### src/rtl/pulse_generator.sv
// Pulse generator. Each period is a linear rise to an apex, a linear fall back
// to baseline, then a flat stretch that can carry LFSR noise. Output is
// registered: one sample per enabled clock, and the block freezes when enable is low.
module pulse_generator #(
  parameter int PERIOD     = 200,
  parameter int RISE_SHIFT = 3,
  parameter int FALL_SHIFT = 4,
  parameter int NOISE_BITS = 4
) (
  input  logic        clk,
  input  logic        rst,
  input  logic        enable,
  input  logic [15:0] baseline,
  input  logic [15:0] amplitude,
  input  logic        noise_en,
  output logic [15:0] data_out,
  output logic        data_valid,
  output logic        peak_marker,
  output logic [15:0] peak_count
);

  localparam int RISE_LEN = 1 << RISE_SHIFT;
  localparam int FALL_LEN = 1 << FALL_SHIFT;
  localparam int CW       = (PERIOD > 1) ? $clog2(PERIOD) : 1;

  // A period too short to hold the whole pulse plus one flat sample is rejected.
  if (PERIOD < RISE_LEN + FALL_LEN + 1) begin : g_cfg_err
    $error("pulse_generator: PERIOD too short for RISE_LEN+FALL_LEN+1");
  end
  if (NOISE_BITS < 1 || NOISE_BITS > 8) begin : g_noise_err
    $error("pulse_generator: NOISE_BITS must be 1..8");
  end

  typedef enum logic [1:0] {IDLE, RISE, FALL, FLAT} state_t;

  state_t          r_state;
  logic [CW-1:0]   r_cnt;
  logic [15:0]     r_base;
  logic [15:0]     r_amp;
  logic [15:0]     r_lfsr;

  logic [15:0]     w_b;
  logic [15:0]     w_a;
  logic [17:0]     w_rise_inc;
  logic [17:0]     w_fall_dec;
  logic [17:0]     w_sum;
  logic [15:0]     w_sample;
  logic [CW-1:0]   w_cnt_nxt;
  logic            w_peak;
  logic            w_lfsr_fb;

  // Phase owning a given counter value; state always names the phase of r_cnt.
  function automatic state_t phase_of(input logic [CW-1:0] c);
    if (32'(c) < RISE_LEN)                 return RISE;
    else if (32'(c) < RISE_LEN + FALL_LEN) return FALL;
    else                                   return FLAT;
  endfunction

  // At cnt==0 the shadow registers are being loaded this very cycle, so the
  // first sample of a period already uses the freshly sampled inputs.
  assign w_b = (r_cnt == '0) ? baseline  : r_base;
  assign w_a = (r_cnt == '0) ? amplitude : r_amp;

  assign w_rise_inc = 18'((32'(w_a) * (32'(r_cnt) + 32'd1)) >> RISE_SHIFT);
  assign w_fall_dec = 18'((32'(w_a) * (32'(r_cnt) - 32'(RISE_LEN) + 32'd1)) >> FALL_SHIFT);

  assign w_cnt_nxt = (32'(r_cnt) == PERIOD - 1) ? '0 : r_cnt + 1'b1;
  assign w_peak    = (32'(r_cnt) == RISE_LEN - 1);
  assign w_lfsr_fb = r_lfsr[15] ^ r_lfsr[13] ^ r_lfsr[12] ^ r_lfsr[10];

  // Sample value for the current counter position, in 18 bits so overflow is visible.
  always_comb begin
    w_sum = {2'b00, w_b};
    case (r_state)
      IDLE, RISE: w_sum = {2'b00, w_b} + w_rise_inc;
      FALL:       w_sum = {2'b00, w_b} + {2'b00, w_a} - w_fall_dec;
      default:    if (noise_en) w_sum = {2'b00, w_b} + 18'(r_lfsr[NOISE_BITS-1:0]);
    endcase
  end

  // Saturate so the output never sets bit 15.
  assign w_sample = (w_sum > 18'h07FFF) ? 16'h7FFF : w_sum[15:0];

  // Sequencer: one sample per enabled cycle; everything but the valid/marker
  // flags holds while enable is low.
  always_ff @(posedge clk) begin
    if (rst) begin
      r_state     <= IDLE;
      r_cnt       <= '0;
      r_base      <= '0;
      r_amp       <= '0;
      r_lfsr      <= 16'hACE1;
      data_out    <= '0;
      data_valid  <= 1'b0;
      peak_marker <= 1'b0;
      peak_count  <= '0;
    end else if (enable) begin
      data_out    <= w_sample;
      data_valid  <= 1'b1;
      peak_marker <= w_peak;
      if (w_peak) peak_count <= peak_count + 16'd1;
      if (r_cnt == '0) begin
        r_base <= baseline;
        r_amp  <= amplitude;
      end
      r_cnt   <= w_cnt_nxt;
      r_state <= phase_of(w_cnt_nxt);
      r_lfsr  <= {r_lfsr[14:0], w_lfsr_fb};
    end else begin
      data_valid  <= 1'b0;
      peak_marker <= 1'b0;
    end
  end

endmodule
### config.mk
export PLATFORM = sky130hd
export DESIGN_NAME = pulse_generator
export DESIGN_NICKNAME = d
export VERILOG_FILES = /design/src/rtl/pulse_generator.sv
export SDC_FILE = /design/constraint.sdc
export NUM_CORES = 1
export LEC_CHECK = 0
export CAP_MARGIN = 20
export CORE_MARGIN = 1
export CORE_UTILIZATION = 45
export CTS_CLUSTER_SIZE = 25
export DETAILED_ROUTE_END_ITERATION = 10
export PLACE_DENSITY = 0.67
export SLEW_MARGIN = 10
export SYNTH_ARGS = -nofsm -noshare
export SYNTH_HDL_FRONTEND = slang
export SYNTH_SLANG_ARGS = --single-unit
### constraint.sdc
create_clock -name clk -period 12.35 [get_ports clk]
set_clock_uncertainty 0.15 [all_clocks]
set_input_delay 2.47 -clock clk [delete_from_list [all_inputs] [get_ports clk]]
set_output_delay 2.47 -clock clk [all_outputs]
set_load 0.005 [all_outputs]
=== Word level (Yosys, flattened, before mapping) ===
Index checks and enable logic that the tools add are counted.
W data, S select, Z words.

* Add/subtract/negate cells: 9
* Multipliers: 2
* Divide/modulo/power cells: 0
* $lt $le $gt $ge: 3
* Equality and inequality tests: 4
* Shift-type cells: 0
* Multiplexer cells: 9
* Bitwise logic cells: 4
* Reduce and logical (&&, ||, !) cells: 5

{| class="wikitable"
|+ Operators with widths
! cell !! number
|-
| $mux W16 || 3
|-
| $pmux W18 S2 || 1
|-
| $mul A17 B10 Y22 || 1
|-
| $mul A16 B9 Y21 || 1
|-
| $add A16 B18 Y18 || 1
|-
| $gt A18 B15 Y1 const B || 1
|-
| $sub A17 B18 Y18 || 1
|-
| $add A16 B16 Y17 || 1
|-
| $add A16 B4 Y17 || 1
|-
| $mux W17 || 1
|-
| $add A16 B1 Y16 const B || 1
|-
| $add A9 B2 Y10 const B || 1
|-
| $add A8 B1 Y9 const B || 1
|-
| $sub A8 B4 Y9 const B || 1
|-
| $add A8 B1 Y8 const B || 1
|-
| $eq A8 B3 Y1 const B || 1
|-
| $eq A8 B8 Y1 const B || 1
|-
| $logic_not A8 Y1 || 1
|-
| $lt A8 B4 Y1 const B || 1
|-
| $lt A8 B5 Y1 const B || 1
|-
| $mux W8 || 1
|-
| $reduce_or A2 Y1 || 2
|-
| $xor A1 B1 Y1 || 3
|-
| $eq A2 B1 Y1 const B || 1
|-
| 6 further kinds || 7
|}

* Register bits: 92
* Bits in latches: 0
* RAM bits: 0
* Bits in read-only memories: 0
* Input port bits: 36
* Output and inout bits: 34
* Logic and storage cells: 45
* Memories: 0

=== Logic depth before layout (Yosys ltp) ===
Gate-level depths: netlist of run 1.

* Depth after elaboration: 7
* Mapped depth: 43
* Gate-level depth less buffers: 38

=== Least setup slack after synthesis of run 1 ===
No wires, ideal clock.

* Kind: register to register
* Start: reg r_cnt[0]
* End: reg data_out[14]
* Setup time: 134 ps
* Arrival: 9978 ps
* Data required time: 12066 ps
* Path slack: 2087 ps
* Stages on the path, launching flop included: 40
* Path buffers: 6
* Clock period less this slack: 10263 ps
* Cell sequence: dfxtp_1 -> clkbuf_1 -> inv_1 -> ha_1 -> nor4b_4 -> nand2_2 -> buf_2 -> buf_2 -> buf_1 -> buf_2 -> mux2i_1 -> clkinv_1 -> nand2_1 -> fa_1 -> fa_1 -> fa_1 -> fa_1 -> fa_1 -> (+4 left out) -> nand2_1 -> nand2_1 -> o21ai_0 -> a21o_1 -> a21o_1 -> a21o_1 -> a21oi_1 -> xor2_1 -> fa_1 -> ha_1 -> nor2b_1 -> o31a_1 -> a311oi_1 -> xnor2_1 -> o2111ai_1 -> nor4_4 -> buf_4 -> a211oi_1

* Word-level cells in the longest chain between the ends: 7
* Elaborated cells between the ends (all ways): 16
* Those cells by class: 7 x add/sub; 2 x mul; 1 x order compare; 5 x mux; 1 x reduce/logical

{| class="wikitable"
|+ RTL lines
! element !! line !! text
|-
| start, declared || 37 || <nowiki>logic [CW-1:0] r_cnt;</nowiki>
|-
| start signal, assigned || 106 || <nowiki>r_cnt <= w_cnt_nxt;</nowiki>
|-
| $logic_not A8 Y1 (*) || 62 || <nowiki>assign w_a = (r_cnt == '0) ? amplitude : r_amp;</nowiki>
|-
| $mux W16 (*) || n/a ||
|-
| named net w_a[2] || 43 || <nowiki>logic [15:0] w_a;</nowiki>
|-
| $mul A17 B10 Y22 (tied with other cells) || 65 || <nowiki>assign w_fall_dec = 18'((32'(w_a) * (32'(r_cnt) - 32'(RISE_LEN) + 32'd1)) >> FALL_SHIFT);</nowiki>
|-
| $sub A17 B18 Y18 / $add A16 B18 Y18 (equally long branches) || 76, 75 ||
|-
| $pmux W18 S2 (*) || 74 || <nowiki>case (r_state)</nowiki>
|-
| $gt A18 B15 Y1 || 82 || <nowiki>assign w_sample = (w_sum > 18'h07FFF) ? 16'h7FFF : w_sum[15:0];</nowiki>
|-
| $mux W16 (*) || 82 ||
|-
| end signal, assigned || 98 || <nowiki>data_out <= w_sample;</nowiki>
|-
| end, declared || 16 || <nowiki>output logic [15:0] data_out,</nowiki>
|}

Mark *: on every way through the listed nets, which the timed path passes. The rest lies on a longest branch.
A chain may end at the register's enable or synchronous reset.

=== Final worst setup path of run 1 ===
* Start: in amplitude[6]
* End: reg data_out[0]

* Word-level cells in the longest chain between the ends: 6
* Elaborated cells between the ends (all ways): 9
* Those cells by class: 3 x add/sub; 2 x mul; 1 x order compare; 3 x mux

{| class="wikitable"
|+ RTL lines
! element !! line !! text
|-
| start, declared || 14 || <nowiki>input logic [15:0] amplitude,</nowiki>
|-
| $mux W16 (*) || n/a ||
|-
| named net w_a[6] || 43 ||
|-
| $mul A17 B10 Y22 (tied with other cells) || 65 ||
|-
| $sub A17 B18 Y18 / $add A16 B18 Y18 (equally long branches) || 76, 75 ||
|-
| $pmux W18 S2 (*) || 74 ||
|-
| $gt A18 B15 Y1 (*) || 82 ||
|-
| $mux W16 (*) || 82 ||
|}

Marked as above.

==> impl_metrics.env, run 1 <==
export IMPL_synthesis_instances=1841
export IMPL_start_util=0.459
export IMPL_post_synth_top_area_cell="fa_1"
export IMPL_result_of_the_run="complete, no violations"
export IMPL_worst_path_most_repeated_cell="fa_1"
export IMPL_clk_pin_slew_ns=0.08
export IMPL_clock_tree_from_tritoncts="yes"
export IMPL_cts_buffers=9
export IMPL_critical_path_buffer_and_inverter_count=6
export IMPL_cell_total_after_placement=2306
export IMPL_routabilityCongestion=0.920
export IMPL_whs_path_depth=1
export IMPL_drt_drc_violations_left=0
export IMPL_r2r_start="r_cnt[3]"
export IMPL_grt_setup_unrepaired="no"
export IMPL_area_growth_pct=9.30
export IMPL_crit_cells=30
export IMPL_via_count=13000
export IMPL_layout_cell_share_with_drive_strength_beyond_1=0.0443
export IMPL_worst_path_largest_cell_delay_ns=0.78
export IMPL_path_max_fanout=15
export IMPL_fp_row_count=67
export IMPL_dieWidth_um=187
export IMPL_grt_total_usage=0.254
export IMPL_port_buffers=69
export IMPL_residual_overflow_from_global_routing=0
export IMPL_cts_root_buf="clkbuf_16"
export IMPL_final_cell_mix="inv_1, nor2_1, fa_1, nand2_1, ha_1"
export IMPL_antennaDiodeCount=0
export IMPL_htree_levels=3
export IMPL_synth_top_area_frac=0.284
export IMPL_critical_path_endpoint="data_out[0]"
export IMPL_period_share=0.920
export IMPL_cts_path_max_buffers=2
export IMPL_slew_violations=0
export IMPL_count_of_endpoints_failing_hold_in_the_final_timing_report=0
export IMPL_worst_slew_pin_slew_ns=1.08
export IMPL_postCtsResizedCells=0
export IMPL_total_of_fill_cells_in_the_finished_design=3290
export IMPL_synth_yosys_seq_area_share=0.119
export IMPL_cp_top_family="adder cells"
export IMPL_nets=2251
export IMPL_final_cell_count_no_fill=2323
export IMPL_wirelength_um=43700
export IMPL_layout_commonest_cell="inv_1"
export IMPL_critical_path_slowest_cell="nor4_4"
export IMPL_period_needed_ns=11.37
export IMPL_crit_start="amplitude[6]"
export IMPL_ff_to_ff_path_depth=31
export IMPL_cts_hold_repair_buffers=0
export IMPL_floorplan_io_pins=70
export IMPL_rr_endpoint="data_out[0]"
export IMPL_synth_distinct_cells=83
export IMPL_synthesis_area_mm2=0.0155
export IMPL_flop_and_latch_count_out_of_synthesis=92
export IMPL_via_per_inst=5.59
export IMPL_yosys_most_used_dff="dfxtp_1"
export IMPL_worst_endpoint_required_time_ns=12.42
export IMPL_worst_ep_arrival_time_ns=11.44
export IMPL_fp_coreArea_mm2=0.0337
export IMPL_ys_async_sr_fraction=0
export IMPL_maximum_number_of_pins_on_one_net_before_global_route_repair=93
export IMPL_synthesis_nets=2222
export IMPL_synth_area_leaders="fa_1, dfxtp_1, ha_1"
export IMPL_finalSetupViolations=0
export IMPL_worstSetupStartpointType="input pin"
export IMPL_tns_ns=0
export IMPL_post_cts_repair_setup_buffers=0
export IMPL_die_h_um=187
export IMPL_dr_pass1_iters=6
export IMPL_synth_yosys_warnings=0
export IMPL_clock_sinks=92
export IMPL_maxCapViolCount=0
export IMPL_final_antenna_net_count=0
export IMPL_avgSynthCellArea_um2=8.40
export IMPL_fmax_mhz=88.0
export IMPL_route_detailed_wl_per_inst_um=18.8
export IMPL_place_hpwl_um=34900
export IMPL_critical_path_class="in -> reg"
export IMPL_cp_end_kind="flip-flop"
export IMPL_worst_hold_path_type="reg -> reg"
export IMPL_dieArea_mm2=0.0351
export IMPL_worst_skew_pair_late_latency_ns=0.38
export IMPL_finished_core_util=0.501
export IMPL_detailedRoute_firstIterationViolations=1000
export IMPL_synth_edf_count=0
export IMPL_reg2reg_slack_ns=1.77
export IMPL_grt_first_pass_wirelength_um=69700
export IMPL_number_of_antenna_violations_at_the_first_check_in_global_routing=0
export IMPL_via_count_of_the_first_global_routing_pass=13000
export IMPL_maxSlewHeadroom=0.277
cell families after synthesis:
family | share of synthesized area
and+or+nand+nor | 0.165
AOI/OAI and AO/OA | 0.144
DFF | 0.119
buffers and inverters | 0.0899
muxes | 0.0305
adders and majority gates | 0.386
xor gates and xnor gates | 0.0650
how the worst min path moves through the flow:
stage,startpoint,slack (ns),end
finish,r_lfsr[6],0.31,r_lfsr[7]
global route,r_lfsr[6],0.33,r_lfsr[7]
CTS,r_lfsr[6],0.31,r_lfsr[7]
detailed placement,r_lfsr[6],0.29,r_lfsr[7]
global placement,r_lfsr[5],0.29,r_lfsr[6]
floorplan,r_lfsr[5],0.28,r_lfsr[6]
cell type report:
type / count / area (um^2) / area share
clock buffer: 9 / 225 / 0.0133
clock inverter: 7 / 75.1 / 0.00444
inverter: 274 / 1030 / 0.0609
multi-input combinational: 1393 / 12200 / 0.725
sequential: 92 / 1840 / 0.109
tap: 448 / 561 / 0.0332
timing repair buffer: 100 / 923 / 0.0547
synthesized netlist by cell type, types with 7 or more instances:
cell	n
fa_1	219
ha_1	126
nor4_1	10
nor2_1	221
xor2_1	35
nand2_1	175
mux2i_1	39
a21oi_1	88
and2_1	8
o21ai_0	47
o21bai_1	23
a31oi_1	8
nand4_1	10
clkbuf_1	58
a211o_1	7
nand2b_1	17
a211oi_1	50
a21o_1	29
o211ai_1	7
xnor2_1	72
buf_2	9
o21a_1	14
and3_1	7
or3_1	9
nor3_1	24
nand3_1	34
a2111oi_1	14
clkinv_1	9
inv_1	260
nor2b_1	15
dfxtp_1	92
stage by stage:
step | setup slack, ns | instance area, um^2 | hold slack, ns
after global routing | 0.490 | 16900 | 0.328
final | 0.984 | 16900 | 0.309
after CTS | 1.06 | 16900 | 0.313
after global placement | 0.791 | 16600 | 0.290
after floorplan | 2.09 | 15500 | 0.281
after detailed placement | 0.683 | 16600 | 0.292
registers in the layout, summed over array words and instances, names as in the netlist:
name,cells
r_amp,16
r_base,16
data_out,16
r_state,2
data_valid,1
r_cnt,8
peak_count,16
r_lfsr,16
peak_marker,1
routing by layer:
layer / share of wire / vias up / GRT usage
li1: - / 6109 / -
met1: 0.42 / 6370 / 0.328
met4: 0.034 / 0 / 0.103
met2: 0.49 / 433 / 0.427
met3: 0.065 / 79 / 0.0377
met5: 0 / - / 0
worst reg2reg max path, delay by kind of cell, from the launching register on:
kind	cells	cell delay [ns]
simple gates	6	2.85
fa+ha+maj	8	3.62
mux	1	0.25
xor+xnor	2	0.39
flops	1	0.46
compound gates	9	1.94
buf+inv	5	0.78
Power of run 1 is left out: the tool's default activity adds up to more than one toggle a clock period on the data nets, which glitch-free logic cannot reach.
==> run 2: changes to the inputs <==
clock period = 10.6 ns   (was 12.35 ns; I/O delays follow)
==> run 2 against run 1 <==
  * Die area unchanged
  * Hold slack improved by 0.0029 ns
  * Count of clock-buffer cells in the layout grew 1
  * Critical endpoint unchanged
==> impl_metrics.env, run 2 (synthesis results as in run 1) <==
export IMPL_result_of_the_run="complete, no violations"
export IMPL_dr_pass1_iters=5
export IMPL_reg2reg_slack_ns=0.57
export IMPL_fp_row_count=67
export IMPL_grt_setup_unrepaired="no"
export IMPL_cp_end_kind="flip-flop"
export IMPL_fmax_mhz=98.0
export IMPL_routabilityCongestion=0.954
export IMPL_via_count_of_the_first_global_routing_pass=13600
export IMPL_start_util=0.459
export IMPL_rr_endpoint="data_out[0]"
export IMPL_count_of_endpoints_failing_hold_in_the_final_timing_report=0
export IMPL_worst_skew_pair_late_latency_ns=0.37
export IMPL_timing_hold_worst_endpoint="r_lfsr[6]"
export IMPL_place_hpwl_um=35500
export IMPL_dieWidth_um=187
export IMPL_route_detailed_wl_per_inst_um=18.9
export IMPL_finalSetupViolations=0
export IMPL_cts_path_max_buffers=2
export IMPL_port_buffers=69
export IMPL_number_of_antenna_violations_at_the_first_check_in_global_routing=0
export IMPL_post_cts_repair_setup_buffers=0
export IMPL_clk_pin_slew_ns=0.07
export IMPL_cts_buffers=9
export IMPL_final_antenna_net_count=0
export IMPL_via_per_inst=5.69
export IMPL_worstSetupStartpointType="input pin"
export IMPL_tns_ns=0
export IMPL_area_growth_pct=11.0
export IMPL_critical_path_class="in -> reg"
export IMPL_postCtsResizedCells=0
export IMPL_clock_tree_from_tritoncts="yes"
export IMPL_maxSlewHeadroom=0.299
export IMPL_global_route_usage_met3=0.0409
export IMPL_floorplan_io_pins=70
export IMPL_clock_sinks=92
export IMPL_layout_commonest_cell="inv_1"
export IMPL_cts_root_buf="clkbuf_16"
export IMPL_worst_endpoint_required_time_ns=10.68
export IMPL_busiest_layer="met2"
export IMPL_global_route_usage_met2=0.438
export IMPL_worst_hold_path_type="reg -> reg"
export IMPL_detailedRoute_firstIterationViolations=954
export IMPL_period_needed_ns=10.21
export IMPL_fp_coreArea_mm2=0.0337
export IMPL_grt_first_pass_wirelength_um=71900
export IMPL_cts_hold_repair_buffers=0
export IMPL_worst_path_most_repeated_cell="fa_1"
export IMPL_grt_met1_usage=0.335
export IMPL_nets=2281
export IMPL_period_share=0.963
export IMPL_hold_path_startpoint="r_lfsr[5]"
export IMPL_wirelength_um=44400
export IMPL_layout_cell_share_with_drive_strength_beyond_1=0.0588
export IMPL_grt_total_usage=0.262
export IMPL_worst_slew_pin_slew_ns=1.05
export IMPL_final_cell_mix="inv_1, nor2_1, fa_1, nand2_1, ha_1"
export IMPL_slew_violations=0
export IMPL_worst_ep_arrival_time_ns=10.29
export IMPL_die_h_um=187
export IMPL_worst_path_largest_cell_delay_ns=0.55
export IMPL_drt_drc_violations_left=0
export IMPL_critical_path_slowest_cell="fa_1"
export IMPL_ff_to_ff_path_depth=33
export IMPL_whs_path_depth=1
export IMPL_path_max_fanout=15
export IMPL_htree_levels=3
export IMPL_residual_overflow_from_global_routing=0
export IMPL_dieArea_mm2=0.0351
export IMPL_maxCapViolCount=0
export IMPL_antennaDiodeCount=0
export IMPL_via_count=13400
export IMPL_maximum_number_of_pins_on_one_net_before_global_route_repair=93
export IMPL_r2r_start="r_cnt[3]"
[run 2: cell types whose count changed in the layout (fill, tap and decap cells not counted)]
cell	previous run	this run
clkinvlp_4	1	0
clkbuf_8	0	1
xor2_1	34	35
buf_8	1	0
xor2_2	1	0
buf_4	31	61
inv_8	3	0
inv_6	0	3
bufinv_16	0	2
clkinv_4	2	0
buf_12	0	1
[run 2: worst max-delay path by stage]
stage | endpoint | cells past startpoint | slack [ns] | from
after floorplan | data_out[14] | 39 | 0.34 | r_cnt[0]
after global placement | data_out[0] | 32 | 0.24 | amplitude[1]
after detailed placement | data_out[0] | 32 | 0.09 | amplitude[1]
after CTS | data_out[0] | 32 | 0.45 | amplitude[1]
after global routing | data_out[0] | 32 | 0.05 | amplitude[1]
final | data_out[0] | 32 | 0.39 | amplitude[2]
[run 2: layer usage]
metal,vias to the layer above,part of all wire
met5,-,0
met4,0,0.040
met3,105,0.065
met2,476,0.48
met1,6638,0.41
li1,6168,-
[run 2: worst max-delay path: cells and delay by family]
kind                       cells  cell delay (ns)
muxes                          1             0.12
buffers and inverters          5             1.08
and+or+nand+nor                5             0.86
xor gates and xnor gates       2             0.38
AOI/OAI and AO/OA             11             1.96
adders and majority gates      8             3.75
[run 2: final cells by class]
cell class / instances / area (um^2)
fill: 3202 / 16500
clock buffer: 10 / 239
clock inverter: 6 / 103
multi-input combinational: 1393 / 12200
sequential: 92 / 1840
inverter: 274 / 1030
tap: 448 / 561
timing repair buffer: 130 / 1150
[run 2: per-stage QoR]
stage	cells	hold WS [ns]	cell area [um^2]	setup WS, ns	utilization
floorplan	1841	0.281	15500	0.337	-
detailed placement	2336	0.296	16800	0.0890	0.499
global route	2353	0.336	17200	0.0461	0.509
finish	2353	0.312	17200	0.391	0.509
global placement	2336	0.286	16800	0.241	0.499
CTS	2352	0.317	17200	0.448	0.509
Power of run 2 is left out for the same reason.
==> run 3: changes to the inputs <==
CORE_MARGIN = 4   (was 1)
GPL_TIMING_DRIVEN = 1   (was default)
==> run 3 against run 2 <==
  * Core utilization fell by 0.10 points
  * Sequential cell count is the same
  * Sequential share of layout area barely moved
  * Critical path depth unchanged
  * Non-clock buffer count down 1
  * Final area shrank 0.20%
  * Die area increased by 6.5%
  * Wire length grew 0.19%
  * Cell count is essentially flat
  * Largest cell class unchanged
  * Highest routed layer unchanged
==> impl_metrics.env, run 3 (synthesis results as in run 1) <==
export IMPL_htree_levels=3
export IMPL_final_cell_count_no_fill=2352
export IMPL_cp_end_kind="flip-flop"
export IMPL_via_count_of_the_first_global_routing_pass=13200
export IMPL_port_buffers=69
export IMPL_maxCapViolCount=0
export IMPL_clock_sinks=92
export IMPL_critical_path_slowest_cell="fa_1"
export IMPL_slew_violations=0
export IMPL_clock_tree_from_tritoncts="yes"
export IMPL_place_hpwl_um=36000
export IMPL_period_share=0.951
export IMPL_path_max_fanout=15
export IMPL_cts_root_buf="clkbuf_16"
export IMPL_residual_overflow_from_global_routing=0
export IMPL_worst_path_most_repeated_cell="fa_1"
export IMPL_layout_commonest_cell="inv_1"
export IMPL_total_of_fill_cells_in_the_finished_design=3216
export IMPL_busiest_layer="met2"
export IMPL_dr_pass1_iters=5
export IMPL_dieArea_mm2=0.0374
export IMPL_via_count=13200
export IMPL_worst_ep_arrival_time_ns=10.16
export IMPL_routabilityCongestion=0.936
export IMPL_grt_setup_unrepaired="no"
export IMPL_final_antenna_net_count=0
export IMPL_finalInstanceArea_mm2=0.0171
export IMPL_number_of_antenna_violations_at_the_first_check_in_global_routing=0
export IMPL_clk_pin_slew_ns=0.08
export IMPL_period_needed_ns=10.08
export IMPL_dieWidth_um=193
export IMPL_worst_hold_path_type="reg -> reg"
export IMPL_nets=2280
export IMPL_multi_input_area_mm2=0.0122
export IMPL_count_of_endpoints_failing_hold_in_the_final_timing_report=0
export IMPL_maximum_number_of_pins_on_one_net_before_global_route_repair=93
export IMPL_result_of_the_run="complete, no violations"
export IMPL_start_util=0.459
export IMPL_layout_cell_share_with_drive_strength_beyond_1=0.0593
export IMPL_detailedRoute_firstIterationViolations=1048
export IMPL_sequential_cell_area_mm2=0.00184
export IMPL_drt_drc_violations_left=0
export IMPL_fp_row_count=67
export IMPL_worst_path_largest_cell_delay_ns=0.59
export IMPL_route_detailed_wl_per_inst_um=18.9
export IMPL_cell_total_after_placement=2336
export IMPL_via_per_inst=5.63
export IMPL_grt_met1_usage=0.313
export IMPL_worst_slew_pin_slew_ns=1.09
export IMPL_finalSetupViolations=0
export IMPL_fp_coreArea_mm2=0.0337
export IMPL_placement_cell_area_mm2=0.0168
export IMPL_wirelength_um=44500
export IMPL_worstSetupStartpointType="input pin"
export IMPL_worst_skew_pair_late_latency_ns=0.36
export IMPL_worst_endpoint_required_time_ns=10.68
export IMPL_post_cts_repair_setup_buffers=0
export IMPL_fmax_mhz=99.2
export IMPL_global_route_usage_met3=0.0284
export IMPL_die_h_um=193
export IMPL_floorplan_io_pins=70
export IMPL_maxSlewHeadroom=0.265
export IMPL_cts_path_max_buffers=2
export IMPL_grt_first_pass_wirelength_um=71700
export IMPL_critical_path_class="in -> reg"
export IMPL_final_cell_mix="inv_1, nor2_1, fa_1, nand2_1, ha_1"
export IMPL_area_growth_pct=10.8
export IMPL_grt_total_usage=0.236
export IMPL_cts_buffers=9
export IMPL_antennaDiodeCount=0
export IMPL_tns_ns=0
export IMPL_global_route_usage_met2=0.399
==> run 3: changes by cell type in the layout (fill, tap and decap cells not counted), sizes merged <==
cell / before / now
clkbuf: 10 / 9
inv: 268 / 269
buf: 63 / 62
clkinv: 10 / 12
bufinv: 2 / 0
==> run 3: path summary, 6_finish.rpt <==
check                           cells after the start          end          from  slack [ns]
worst min register to register                      1    r_lfsr[7]     r_lfsr[6]        0.31
worst max register to register                     33  data_out[0]      r_cnt[3]        0.72
worst max-delay path                               32  data_out[0]  amplitude[1]        0.52
worst min-delay path                                1    r_lfsr[7]     r_lfsr[6]        0.31
==> run 3: final cells by class <==
cell class                 instances  area share
clock buffer                       9      0.0132
clock inverter                     7     0.00533
inverter                         274      0.0601
multi-input combinational       1393       0.715
sequential                        92       0.108
tap                              448      0.0327
timing repair buffer             129      0.0664
==> run 3: stage by stage <==
step	util	hold WS, ns	worst slack [ns]
2_1_floorplan	-	0.281	0.337
3_3_place_gp	0.498	0.287	0.199
3_5_place_dp	0.499	0.295	0.0720
4_1_cts	0.508	0.317	0.406
5_1_grt	0.508	0.332	0.0529
6_report	0.508	0.314	0.516
==> run 3: what timing repair did <==
action	CTS	global route
resized for setup	0	2
endpoints found under the setup margin	0	15
hold buffers	0	0
==> run 3: worst max-delay path: cells and delay by family <==
kind                       cells  cell delay (ns)
buffers and inverters          4             0.89
xor gates and xnor gates       2             0.37
adders and majority gates      8             3.85
AOI/OAI and AO/OA             11             1.92
and+or+nand+nor                7             0.99
==> run 3: routing by layer <==
metal | vias up | wire length (um)
met5 | - | 0
met4 | 0 | 1680
met3 | 93 | 2770
met2 | 460 | 21700
met1 | 6526 | 18400
li1 | 6156 | -
Power of run 3 is left out for the same reason.
